<file path="src/rtl/lc3_pkg.sv">
// Shared LC-3 definitions used by the register-file debug readout.
package lc3_pkg;
    localparam int DATA_W     = 16;
    localparam int REG_ADDR_W = 3;

    typedef enum logic [2:0] {
        IDLE,
        REQ,
        READ,
        SEND0,
        SEND1,
        DONE
    } dump_state_e;
endpackage

</file>
<file path="src/rtl/reg_dump_unit.sv">
// Streams the LC-3 register file out as (index, value) beats, reading one
// even/odd register pair per grant of the file's two asynchronous read ports.
module reg_dump_unit #(
    parameter int DATA_W   = 16,
    parameter int NUM_REGS = 8,
    localparam int AW      = $clog2(NUM_REGS)
) (
    input  logic              clk,
    input  logic              reset,
    input  logic              start,
    input  logic              abort,
    output logic              rf_req,
    input  logic              rf_gnt,
    output logic [AW-1:0]     sr1_addr,
    output logic [AW-1:0]     sr2_addr,
    input  logic [DATA_W-1:0] sr1_in,
    input  logic [DATA_W-1:0] sr2_in,
    output logic              out_valid,
    input  logic              out_ready,
    output logic [DATA_W-1:0] out_data,
    output logic [AW-1:0]     out_idx,
    output logic              out_last,
    output logic              busy,
    output logic              done
);
    import lc3_pkg::*;

    dump_state_e       r_state;
    dump_state_e       w_next;
    logic [AW-1:0]     r_k;
    logic [DATA_W-1:0] r_buf0;
    logic [DATA_W-1:0] r_buf1;

    logic [AW-1:0]     w_even_idx;
    logic [AW-1:0]     w_odd_idx;
    logic              w_last_pair;
    logic              w_hs;

    assign w_even_idx  = AW'({r_k, 1'b0});
    assign w_odd_idx   = w_even_idx | AW'(1);
    assign w_last_pair = (r_k == AW'(NUM_REGS / 2 - 1));
    assign w_hs        = out_valid && out_ready;

    always_comb begin
        w_next = r_state;
        case (r_state)
            IDLE:    if (start)  w_next = REQ;
            REQ:     if (rf_gnt) w_next = READ;
            // A grant lost mid-read re-requests the same pair.
            READ:    w_next = rf_gnt ? SEND0 : REQ;
            SEND0:   if (w_hs)   w_next = SEND1;
            SEND1:   if (w_hs)   w_next = w_last_pair ? DONE : REQ;
            DONE:    w_next = IDLE;
            default: w_next = IDLE;
        endcase
    end

    // All outputs decode from registered state only, so none depends
    // combinationally on out_ready or rf_gnt.
    always_comb begin
        rf_req    = 1'b0;
        sr1_addr  = '0;
        sr2_addr  = '0;
        out_valid = 1'b0;
        out_data  = '0;
        out_idx   = '0;
        out_last  = 1'b0;
        busy      = (r_state != IDLE);
        done      = 1'b0;
        case (r_state)
            REQ:  rf_req = 1'b1;
            READ: begin
                rf_req   = 1'b1;
                sr1_addr = w_even_idx;
                sr2_addr = w_odd_idx;
            end
            SEND0: begin
                out_valid = 1'b1;
                out_data  = r_buf0;
                out_idx   = w_even_idx;
            end
            SEND1: begin
                out_valid = 1'b1;
                out_data  = r_buf1;
                out_idx   = w_odd_idx;
                out_last  = w_last_pair;
            end
            DONE:    done = 1'b1;
            default: ;
        endcase
    end

    always_ff @(posedge clk) begin
        if (reset) begin
            r_state <= IDLE;
            r_k     <= '0;
            r_buf0  <= '0;
            r_buf1  <= '0;
        end else if (abort) begin
            r_state <= IDLE;
            r_k     <= '0;
        end else begin
            r_state <= w_next;
            if (r_state == IDLE && start)
                r_k <= '0;
            // Both halves of a pair are captured on the same edge.
            if (r_state == READ && rf_gnt) begin
                r_buf0 <= sr1_in;
                r_buf1 <= sr2_in;
            end
            if (r_state == SEND1 && w_hs && !w_last_pair)
                r_k <= r_k + AW'(1);
        end
    end
endmodule

</file>
<file path="config.mk">
export PLATFORM = sky130hd
export DESIGN_NAME = reg_dump_unit
export DESIGN_NICKNAME = d
export VERILOG_FILES = /design/src/rtl/lc3_pkg.sv /design/src/rtl/reg_dump_unit.sv
export SDC_FILE = /design/constraint.sdc
export NUM_CORES = 1
export LEC_CHECK = 0
export ABC_AREA = 1
export CAP_MARGIN = 20
export CELL_PAD_IN_SITES_DETAIL_PLACEMENT = 1
export CELL_PAD_IN_SITES_GLOBAL_PLACEMENT = 1
export CORE_AREA = 2 2 85 87
export DETAILED_ROUTE_END_ITERATION = 16
export DIE_AREA = 0 0 87 89
export PLACE_DENSITY = 0.75
export SETUP_SLACK_MARGIN = 0.2
export SYNTH_ARGS = -nofsm -noshare
export SYNTH_HDL_FRONTEND = slang
export SYNTH_SLANG_ARGS = --single-unit
</file>
<file path="constraint.sdc">
create_clock -name clk -period 1.3 [get_ports clk]
set_input_delay 0.195 -clock clk [delete_from_list [all_inputs] [get_ports clk]]
set_output_delay 0.195 -clock clk [all_outputs]
set_load 0.05 [all_outputs]
</file>
== Word level (Yosys, flattened, before mapping) ==
Index checks and enable logic that the tools add are counted.
Storage, ports and cells
  bits in registers: 38
  bits of input ports: 38
  output and inout bits: 30
  word-level logic and storage cells: 47
Operators by class
  add/sub/neg operators: 1
  equality and inequality tests: 10
  muxes and demuxes: 17
  bitwise logic cells: 1
  reductions and logical operators: 14
Operator list (number)
  case mux 16 bit (2 select lines): 1
  2-to-1 mux 3 bit: 9
  case mux 3 bit (5 select lines): 1
  == test 3 x 2 -> 1 bit (second input constant): 3
  != test 2 bit (second input constant): 4
  == test 3 bit (second input constant): 2
  case mux 3 bit (2 select lines): 1
  OR reduction 2 bit: 3
  logical AND 1 bit: 5
  2-to-1 mux 1 bit: 4
  AND reduction 4 bit: 1
  adder 3 x 1 -> 3 bit (second input constant): 1
  == test 3 x 1 -> 1 bit (second input constant): 1
  logical NOT 3 bit: 1
  nonzero test 3 bit: 1
  2-to-1 mux 2 bit: 1
  AND reduction 2 bit: 1
  nonzero test 2 bit: 1
  logical NOT 1 bit: 1
  NOT 1 bit: 1

== Depth between registers and ports, before layout ==
Gate-level depths: netlist (run 1).
  word-level depth: 7
  mapped depth: 9
  mapped depth without buffers: 8

== Worst setup path before layout (run 1) ==
No wires, ideal clock.
  path kind: register -> output
  start: register r_state[1]
  end: output port out_data[0]
  arrival time: 1768 ps
  data required time: 1105 ps
  setup slack: -663 ps
  cell stages (with the launch flop): 7
  buffers on the path: 2
  cells stage by stage: dfxtp_1 -> buf_6 -> nand2_1 -> nor2_1 -> clkinv_1 -> buf_2 -> o22ai_1
Between the ends
  word-level cells in the longest chain between the ends: 2
  elaborated cells on any way between the ends: 3
  classes of those cells: eq/ne (2); mux (1)
RTL lines
  start: declaration: line reg_dump_unit.sv:28  | dump_state_e r_state;
  start signal: assignment: line reg_dump_unit.sv:103  | r_state <= w_next;
  == test 3 bit / == test 3 x 2 -> 1 bit (equally long branches): line reg_dump_unit.sv:70  | case (r_state)
  case mux 16 bit (2 select lines) (*): line reg_dump_unit.sv:70
  end: declaration: line reg_dump_unit.sv:20  | output logic [DATA_W-1:0] out_data,
Every way passes the cells marked *; elsewhere a longest branch is shown, timed or not.

== Worst setup path after layout (run 1) ==
  start: register r_state[1]
  end: output port out_data[9]
The elaborated chain is that of the path after synthesis.

==> reports/qor.json, run 1 <==
{
  "run_status": {"value": "finished with violations"},
  "violations_in_the_final_reports": {"value": "setup timing"},
  "fin_total_pwr": {"value": 2.49, "unit": "mW"},
  "required": {"value": 1.11, "unit": "ns"},
  "wirelength": {"value": 5.76, "unit": "mm"},
  "finalHoldViolCount": {"value": 0},
  "layout-area-overhead-vs-synth": {"value": 95.2, "unit": "%"},
  "rsz0062_at_grt": {"value": "yes"},
  "first_pass_grt_wire_length": {"value": 9.67, "unit": "mm"},
  "worstSetupEndpointType": {"value": "output port"},
  "post-synth-top-area-cell": {"value": "dfxtp_1"},
  "setup.reg_to_reg.worst_slack": {"value": -0.15, "unit": "ns"},
  "initial_utilization": {"value": 26.8, "unit": "%"},
  "detailedRoute.firstIterationViolations": {"value": 47},
  "floorplan.die.width": {"value": 87, "unit": "um"},
  "finish.cell_count_without_fillers": {"value": 408},
  "place.detailed.hpwl": {"value": 4.58, "unit": "mm"},
  "timing_limited_maximum_frequency": {"value": 0.582, "unit": "GHz"},
  "critPathTopFamily": {"value": "buffers and inverters"},
  "synth_top_cell_area_share": {"value": 42.3, "unit": "%"},
  "fp.coreArea": {"value": 0.00672, "unit": "mm2"},
  "cts-buffers-inserted": {"value": 5},
  "hold-worst-slack": {"value": 0.498, "unit": "ns"},
  "final-max-slew-violation-count": {"value": 0},
  "cts-root-to-sink-buffers": {"value": 2},
  "critical_path.cell_chain": {"value": "buf_12 > nor2_4 > nand2_4 > buf_12 > o22ai_4 > buf_12"},
  "cts_h_tree_lvls": {"value": 2},
  "drt.antenna.violating_nets": {"value": 0},
  "initial_drt_pass_iterations": {"value": 4},
  "skew": {"value": 0.00458, "unit": "ns"},
  "drt-vias-per-instance": {"value": 4.72},
  "fp-row-count": {"value": 30},
  "cell_area_after_synthesis": {"value": 0.00180, "unit": "mm2"},
  "finish.utilization": {"value": 52.2, "unit": "%"},
  "timing.critical_path.mode_cell": {"value": "buf_12"},
  "fraction_of_layout_instances_using_a_drive_strength_above_1": {"value": 36.6, "unit": "%"},
  "cts.root.buffer_cell": {"value": "clkbuf_8"},
  "path_clk_slew": {"value": 0.07, "unit": "ns"},
  "worstHoldEndpoint": {"value": "r_buf1[2]"},
  "drv.max_cap_violation_count": {"value": 0},
  "avgSynthCellArea": {"value": 7.52, "unit": "um2"},
  "tritoncts_clock_tree": {"value": "built"},
  "peakVddDrop": {"value": 0.517, "unit": "mV"},
  "layout_min_cycle_time": {"value": 1.72, "unit": "ns"},
  "crit_path_max_incr_delay": {"value": 0.36, "unit": "ns"},
  "critPathMaxFanout": {"value": 10},
  "finalInstanceArea": {"value": 0.00351, "unit": "mm2"},
  "place_ws": {"value": -0.221, "unit": "ns"},
  "number_of_remaining_drc_errors": {"value": 0},
  "synth.net_count": {"value": 279},
  "grt_max_degree": {"value": 20},
  "grt_use_total": {"value": 15.9, "unit": "%"},
  "critical_path.slowest_cell": {"value": "dfxtp_2"},
  "layout.filler_cells": {"value": 728},
  "grt_overflow_total": {"value": 0},
  "cellLeakagePower": {"value": 1.24, "unit": "nW"},
  "setup-violations-final": {"value": 64},
  "critPathArrivalTime": {"value": 1.52, "unit": "ns"},
  "instance_count_along_the_most_critical_hold_path": {"value": 2},
  "place.detailed.instances": {"value": 395},
  "cell_count_after_synthesis": {"value": 239},
  "routed_length_per_instance": {"value": 14.1, "unit": "um"},
  "final_critical_path_setup_slack": {"value": -0.418, "unit": "ns"},
  "final_nets": {"value": 367},
  "timing.rr.end": {"value": "r_buf0[2]"},
  "gpl.final_weighted_congestion": {"value": 0.773},
  "final.period_utilization": {"value": 132, "unit": "%"},
  "num_io_pins": {"value": 68},
  "pwr_density_cell": {"value": 708, "unit": "mW/mm2"},
  "r2r.worst_path.cells": {"value": 7},
  "reg2reg_from": {"value": "r_state[1]"},
  "ys_ff_latch": {"value": 38},
  "fp.dieH": {"value": 89, "unit": "um"},
  "synth_cell_types": {"value": 25},
  "dieArea": {"value": 0.00774, "unit": "mm2"},
  "first_global_vias": {"value": 2078},
  "clock_insertion_delay_worst_skew": {"value": 0.28, "unit": "ns"},
  "dpl_cell_area": {"value": 0.00329, "unit": "mm2"},
  "critical_path_class": {"value": "flop to output port"},
  "final.setup.tns": {"value": -12.06, "unit": "ns"},
  "synth.area.top_cells": {"value": "dfxtp_1, a21oi_1, inv_1, o21ai_1, o22ai_1"},
  "worst_hold_path_type": {"value": "flop to flop"},
  "routed-via-count": {"value": 1927},
  "worstHoldStart": {"value": "r_buf1[2]"},
  "antenna_violations_before_repair": {"value": 0},
  "ys_seq_area_share": {"value": 42.3, "unit": "%"},
  "kind_of_start_point_of_the_critical_path": {"value": "flop"},
  "antenna_cells": {"value": 0},
  "ys.warnings.count": {"value": 0},
  "numPortBuffers": {"value": 66},
  "combined_buffer_and_inverter_count_along_the_critical_path": {"value": 3},
  "clkSinkCount": {"value": 38}
}
## per-layer routing
layer	share of wire, %	vias up	track usage, %
li1	-	953	-
met1	39	910	17.8
met2	54	54	29.5
met3	5.8	10	4.34
met4	1.3	0	4.69
met5	0	-	0
## what timing repair did
action | CTS | global route
setup endpoints to repair | 67 | 67
resized for setup | 14 | 6
buffers inserted | 3 | 2
pin swaps | 1 | 3
hold buffers | 0 | 0
cloned | 0 | 0
## worst reg2reg max path: cells and delay by family, from the launching register on
kind | cells | cell delay [ns]
flip-flops | 1 | 0.39
AND/OR/NAND/NOR | 3 | 0.40
buffers and inverters | 2 | 0.29
AO/OA/AOI/OAI | 2 | 0.25
## worst max path at each step
stage | end | from | cells past startpoint
after floorplan | rf_req | r_state[0] | 4
after global placement | out_data[5] | r_state[1] | 6
after detailed placement | r_state[2] | r_state[1] | 8
after CTS | out_data[9] | r_state[1] | 6
after global routing | out_data[9] | r_state[1] | 6
final | out_data[9] | r_state[1] | 6
## state kept, by name (all words and copies together), names as in the netlist
| register | cells |
|---|---|
| r_state | 3 |
| r_buf0 | 16 |
| r_k | 3 |
| r_buf1 | 16 |
## cell families (layout without fill, tap and decap cells)
logic type               after synthesis  after routing  share of synthesized area [%]
AO/OA/AOI/OAI                         86             86                           25.1
adder cells (fa/ha/maj)                2              2                           1.39
buffers and inverters                 63            152                           16.8
flip-flops                            38             38                           42.3
other                                  1              1                          0.209
AND/OR/NAND/NOR                       49             49                           14.3
## synth_stat cells
master and count:
nand2_4 1, inv_1 44, nand3_4 1, dfxtp_1 38, inv_2 3, nand3b_1 1
a21oi_1 36, nor2_4 2, or2_0 1, nand3_1 7, nor2_1 14, nand2_8 1
clkinv_1 1, or2_2 1, o21ai_0 6, nand2_1 18, o22ai_1 16, buf_6 7
ha_1 2, clkbuf_1 4, nor3_1 2, buf_4 3, conb_1 1, buf_2 1
o21ai_1 28
## placed cells by master (no fill, tap or decap), types with 2 or more instances in the layout
master           count
o21ai_0              2
nand2_4              3
clkdlybuf4s50_1     37
a21oi_1             30
nand2_1             13
nor2_4               8
dfxtp_4              2
buf_4               22
clkinvlp_4           3
inv_4                3
nor3_4               2
o21ai_1             32
ha_1                 2
inv_1               40
buf_12              37
nand3_1              7
clkbuf_8             6
a21oi_2              6
o22ai_4             15
nor2_2               2
dfxtp_1             35
nor2_1               6
nand2_2              3
## layout make-up
class                      count  area, um2  share of cell area [%]
clock buffer                   7       86.3                    2.46
clock inverter                 1       5.00                   0.143
inverter                      48        204                    5.81
multi-input combinational    138       1070                    30.4
sequential                    38        769                    21.9
tap                           80        100                    2.85
timing repair buffer          96       1280                    36.4
## where the power goes
part	switching (mW)	total [mW]	internal, mW
sequential	0.0148	1.20	1.19
clock	0.398	0.826	0.428
combinational	0.224	0.459	0.235
No activity file was read; power rests on OpenSTA's default activity.
==> inputs of run 2 (changes only) <==
PLACE_DENSITY = 0.78   (was 0.75)
SKIP_CTS_REPAIR_TIMING = 1   (was not set)
SLEW_MARGIN = 10   (was not set)
==> run 2 against run 1 <==
Compared with the run above:
- the flow still finishes with violations (setup timing)
- combinational power up 26%
- flip-flop and latch count is the same
- routed wire length up 18%
- non-clock buffer count is 13 higher
- die area did not move
- final cell count is 3.4% higher
- register-to-register slack worse by 0.06 ns
- global-route usage fell by 0.79 points
- critical path type unchanged
- critical endpoint is now out_last
- largest cell class unchanged
- largest power group unchanged
==> reports/qor.json, run 2 (synthesis gave the netlist of run 1 again) <==
{
  "critical_path_class": {"value": "flop to output port", "change": "unchanged"},
  "grt_overflow_total": {"value": 0, "change": "unchanged"},
  "floorplan.die.width": {"value": 87, "unit": "um", "change": "unchanged"},
  "timing_limited_maximum_frequency": {"value": 0.581, "unit": "GHz", "change": "was 0.582 GHz"},
  "routed_length_per_instance": {"value": 16.1, "unit": "um", "change": "was 14.1 um"},
  "cts_h_tree_lvls": {"value": 2, "change": "unchanged"},
  "worst_hold_path_type": {"value": "flop to flop", "change": "unchanged"},
  "pwr_density_cell": {"value": 657, "unit": "mW/mm2", "change": "was 708 mW/mm2"},
  "worstSetupEndpointType": {"value": "output port", "change": "unchanged"},
  "fp.coreArea": {"value": 0.00672, "unit": "mm2", "change": "unchanged"},
  "worstHoldStart": {"value": "r_buf0[4]", "change": "was r_buf1[2]"},
  "first_pass_grt_wire_length": {"value": 9.31, "unit": "mm", "change": "was 9.67 mm"},
  "initial_drt_pass_iterations": {"value": 3, "change": "was 4"},
  "grt_use_total": {"value": 15.1, "unit": "%", "change": "was 15.9%"},
  "cts.root.buffer_cell": {"value": "clkbuf_8", "change": "unchanged"},
  "layout.filler_cells": {"value": 710, "change": "was 728"},
  "finalHoldViolCount": {"value": 0, "change": "unchanged"},
  "crit_path_max_incr_delay": {"value": 0.38, "unit": "ns", "change": "was 0.36 ns"},
  "final-max-slew-violation-count": {"value": 0, "change": "unchanged"},
  "dieArea": {"value": 0.00774, "unit": "mm2", "change": "unchanged"},
  "combined_buffer_and_inverter_count_along_the_critical_path": {"value": 5, "change": "was 3"},
  "grt_max_degree": {"value": 25, "change": "was 20"},
  "critical_path.cell_chain": {"value": "buf_6 > nor2_4 > nand2_4 > buf_4 > inv_4 > nand2_2 > clkinvlp_4 > buf_12", "change": "was buf_12 > nor2_4 > nand2_4 > buf_12 > o22ai_4 > buf_12"},
  "critPathArrivalTime": {"value": 1.52, "unit": "ns", "change": "about the same"},
  "path_clk_slew": {"value": 0.07, "unit": "ns", "change": "about the same"},
  "num_io_pins": {"value": 68, "change": "unchanged"},
  "number_of_remaining_drc_errors": {"value": 0, "change": "unchanged"},
  "setup-violations-final": {"value": 66, "change": "was 64"},
  "skew": {"value": 0.0105, "unit": "ns", "change": "was 0.00458 ns"},
  "drv.max_cap_violation_count": {"value": 0, "change": "unchanged"},
  "most-common-layout-cells": {"value": "inv_1, clkdlybuf4s50_1, buf_12, dfxtp_1, o21ai_2", "change": "was inv_1, clkdlybuf4s50_1, buf_12, dfxtp_1, o21ai_1"},
  "finalInstanceArea": {"value": 0.00402, "unit": "mm2", "change": "was 0.00351 mm2"},
  "gpl.final_weighted_congestion": {"value": 0.791, "change": "was 0.773"},
  "violations_in_the_final_reports": {"value": "setup timing", "change": "unchanged"},
  "tritoncts_clock_tree": {"value": "built", "change": "unchanged"},
  "setup.reg_to_reg.worst_slack": {"value": -0.21, "unit": "ns", "change": "was -0.15 ns"},
  "r2r.worst_path.cells": {"value": 8, "change": "was 7"},
  "numPortBuffers": {"value": 66, "change": "unchanged"},
  "final.period_utilization": {"value": 132, "unit": "%", "change": "about the same"},
  "dpl_cell_area": {"value": 0.00333, "unit": "mm2", "change": "was 0.00329 mm2"},
  "timing.rr.end": {"value": "r_buf1[10]", "change": "was r_buf0[2]"},
  "final_nets": {"value": 381, "change": "was 367"},
  "place.detailed.hpwl": {"value": 4.55, "unit": "mm", "change": "was 4.58 mm"},
  "first_global_vias": {"value": 2034, "change": "was 2,078"},
  "critical_path_depth": {"value": 8, "change": "was 6"},
  "wirelength": {"value": 6.81, "unit": "mm", "change": "was 5.76 mm"},
  "fp.dieH": {"value": 89, "unit": "um", "change": "unchanged"},
  "antenna_cells": {"value": 0, "change": "unchanged"},
  "drt-vias-per-instance": {"value": 4.77, "change": "was 4.72"},
  "clock_insertion_delay_worst_skew": {"value": 0.29, "unit": "ns", "change": "was 0.28 ns"},
  "routed-via-count": {"value": 2013, "change": "was 1,927"},
  "layout_min_cycle_time": {"value": 1.72, "unit": "ns", "change": "about the same"},
  "run_status": {"value": "finished with violations", "change": "unchanged"},
  "rsz0062_at_grt": {"value": "yes", "change": "unchanged"},
  "drt.antenna.violating_nets": {"value": 0, "change": "unchanged"},
  "fp-row-count": {"value": 30, "change": "unchanged"},
  "worstHoldEndpoint": {"value": "r_buf0[4]", "change": "was r_buf1[2]"},
  "cts-root-to-sink-buffers": {"value": 2, "change": "unchanged"},
  "critPathTopFamily": {"value": "buffers and inverters", "change": "unchanged"},
  "peakVddDrop": {"value": 0.449, "unit": "mV", "change": "was 0.517 mV"},
  "kind_of_start_point_of_the_critical_path": {"value": "flop", "change": "unchanged"},
  "critical_path.slowest_cell": {"value": "dfxtp_4", "change": "was dfxtp_2"},
  "initial_utilization": {"value": 26.8, "unit": "%", "change": "unchanged"},
  "required": {"value": 1.11, "unit": "ns", "change": "about the same"},
  "hold-worst-slack": {"value": 0.512, "unit": "ns", "change": "was 0.498 ns"},
  "fraction_of_layout_instances_using_a_drive_strength_above_1": {"value": 51.5, "unit": "%", "change": "was 36.6%"},
  "reg2reg_from": {"value": "r_state[2]", "change": "was r_state[1]"},
  "critPathMaxFanout": {"value": 6, "change": "was 10"},
  "antenna_violations_before_repair": {"value": 0, "change": "unchanged"},
  "mostFrequentLayoutCell": {"value": "inv_1", "change": "unchanged"},
  "cellLeakagePower": {"value": 1.46, "unit": "nW", "change": "was 1.24 nW"},
  "top_flop_regs": {"value": "r_buf0 (16), r_buf1 (16)", "change": "unchanged"},
  "layout-area-overhead-vs-synth": {"value": 124, "unit": "%", "change": "was 95.2%"},
  "final_critical_path_setup_slack": {"value": -0.420, "unit": "ns", "change": "was -0.418 ns"},
  "cts-buffers-inserted": {"value": 5, "change": "unchanged"},
  "detailedRoute.firstIterationViolations": {"value": 31, "change": "was 47"},
  "clkSinkCount": {"value": 38, "change": "unchanged"},
  "instance_count_along_the_most_critical_hold_path": {"value": 2, "change": "unchanged"}
}
run 2: area by class of cell:
cell class,count,area [um2],area share (%)
clock buffers,6,82.6,2.05
clock inverters,2,11.3,0.280
inverters,48,204,5.07
multi-input cells,139,1310,32.5
flip-flops and latches,38,772,19.2
well taps,80,100,2.49
repair buffers,109,1540,38.4
run 2: power breakdown:
part           total (mW)  switching [mW]  leakage (nW)  internal [mW]
clock               0.862           0.434        0.0515          0.428
combinational       0.579           0.281          1.10          0.298
sequential           1.20          0.0165         0.309           1.18
total                2.64           0.732          1.46           1.91
run 2: worst min-delay path: cells and delay by family, from the launching register on:
kind	cells	cell delay (ns)
flip-flops	1	0.30
buffers and inverters	1	0.10
AO/OA/AOI/OAI	1	0.07
run 2: worst max-delay path by stage:
stage,startpoint,to,slack [ns]
3_5_place_dp,r_state[1],r_state[0],-0.26
2_1_floorplan,r_state[0],rf_req,-0.13
5_1_grt,r_state[1],out_last,-0.48
4_1_cts,r_state[1],out_data[11],-0.54
3_3_place_gp,r_state[1],out_data[11],-0.18
6_report,r_state[1],out_last,-0.42
run 2: per-layer routing:
metal | GRT usage [%] | up-vias | wire length, um
met2 | 28.2 | 55 | 3690
met3 | 4.16 | 11 | 330
met4 | 3.98 | 0 | 118
li1 | - | 982 | -
met1 | 17.0 | 965 | 2670
met5 | 0 | - | 0
run 2: metrics by stage:
| step | util, % | setup TNS (ns) | worst slack [ns] | total power [mW] | cells |
|---|---|---|---|---|---|
| final | 59.8 | -15.68 | -0.420 | 2.64 | 422 |
| after global routing | 59.8 | -20.17 | -0.482 | 2.75 | 422 |
| after CTS | 50.9 | -17.14 | -0.538 | 2.53 | 408 |
| after detailed placement | 49.6 | -9.94 | -0.260 | 1.68 | 400 |
| after global placement | 49.6 | -7.09 | -0.177 | 1.66 | 400 |
| after floorplan | - | -2.02 | -0.129 | 1.44 | 239 |
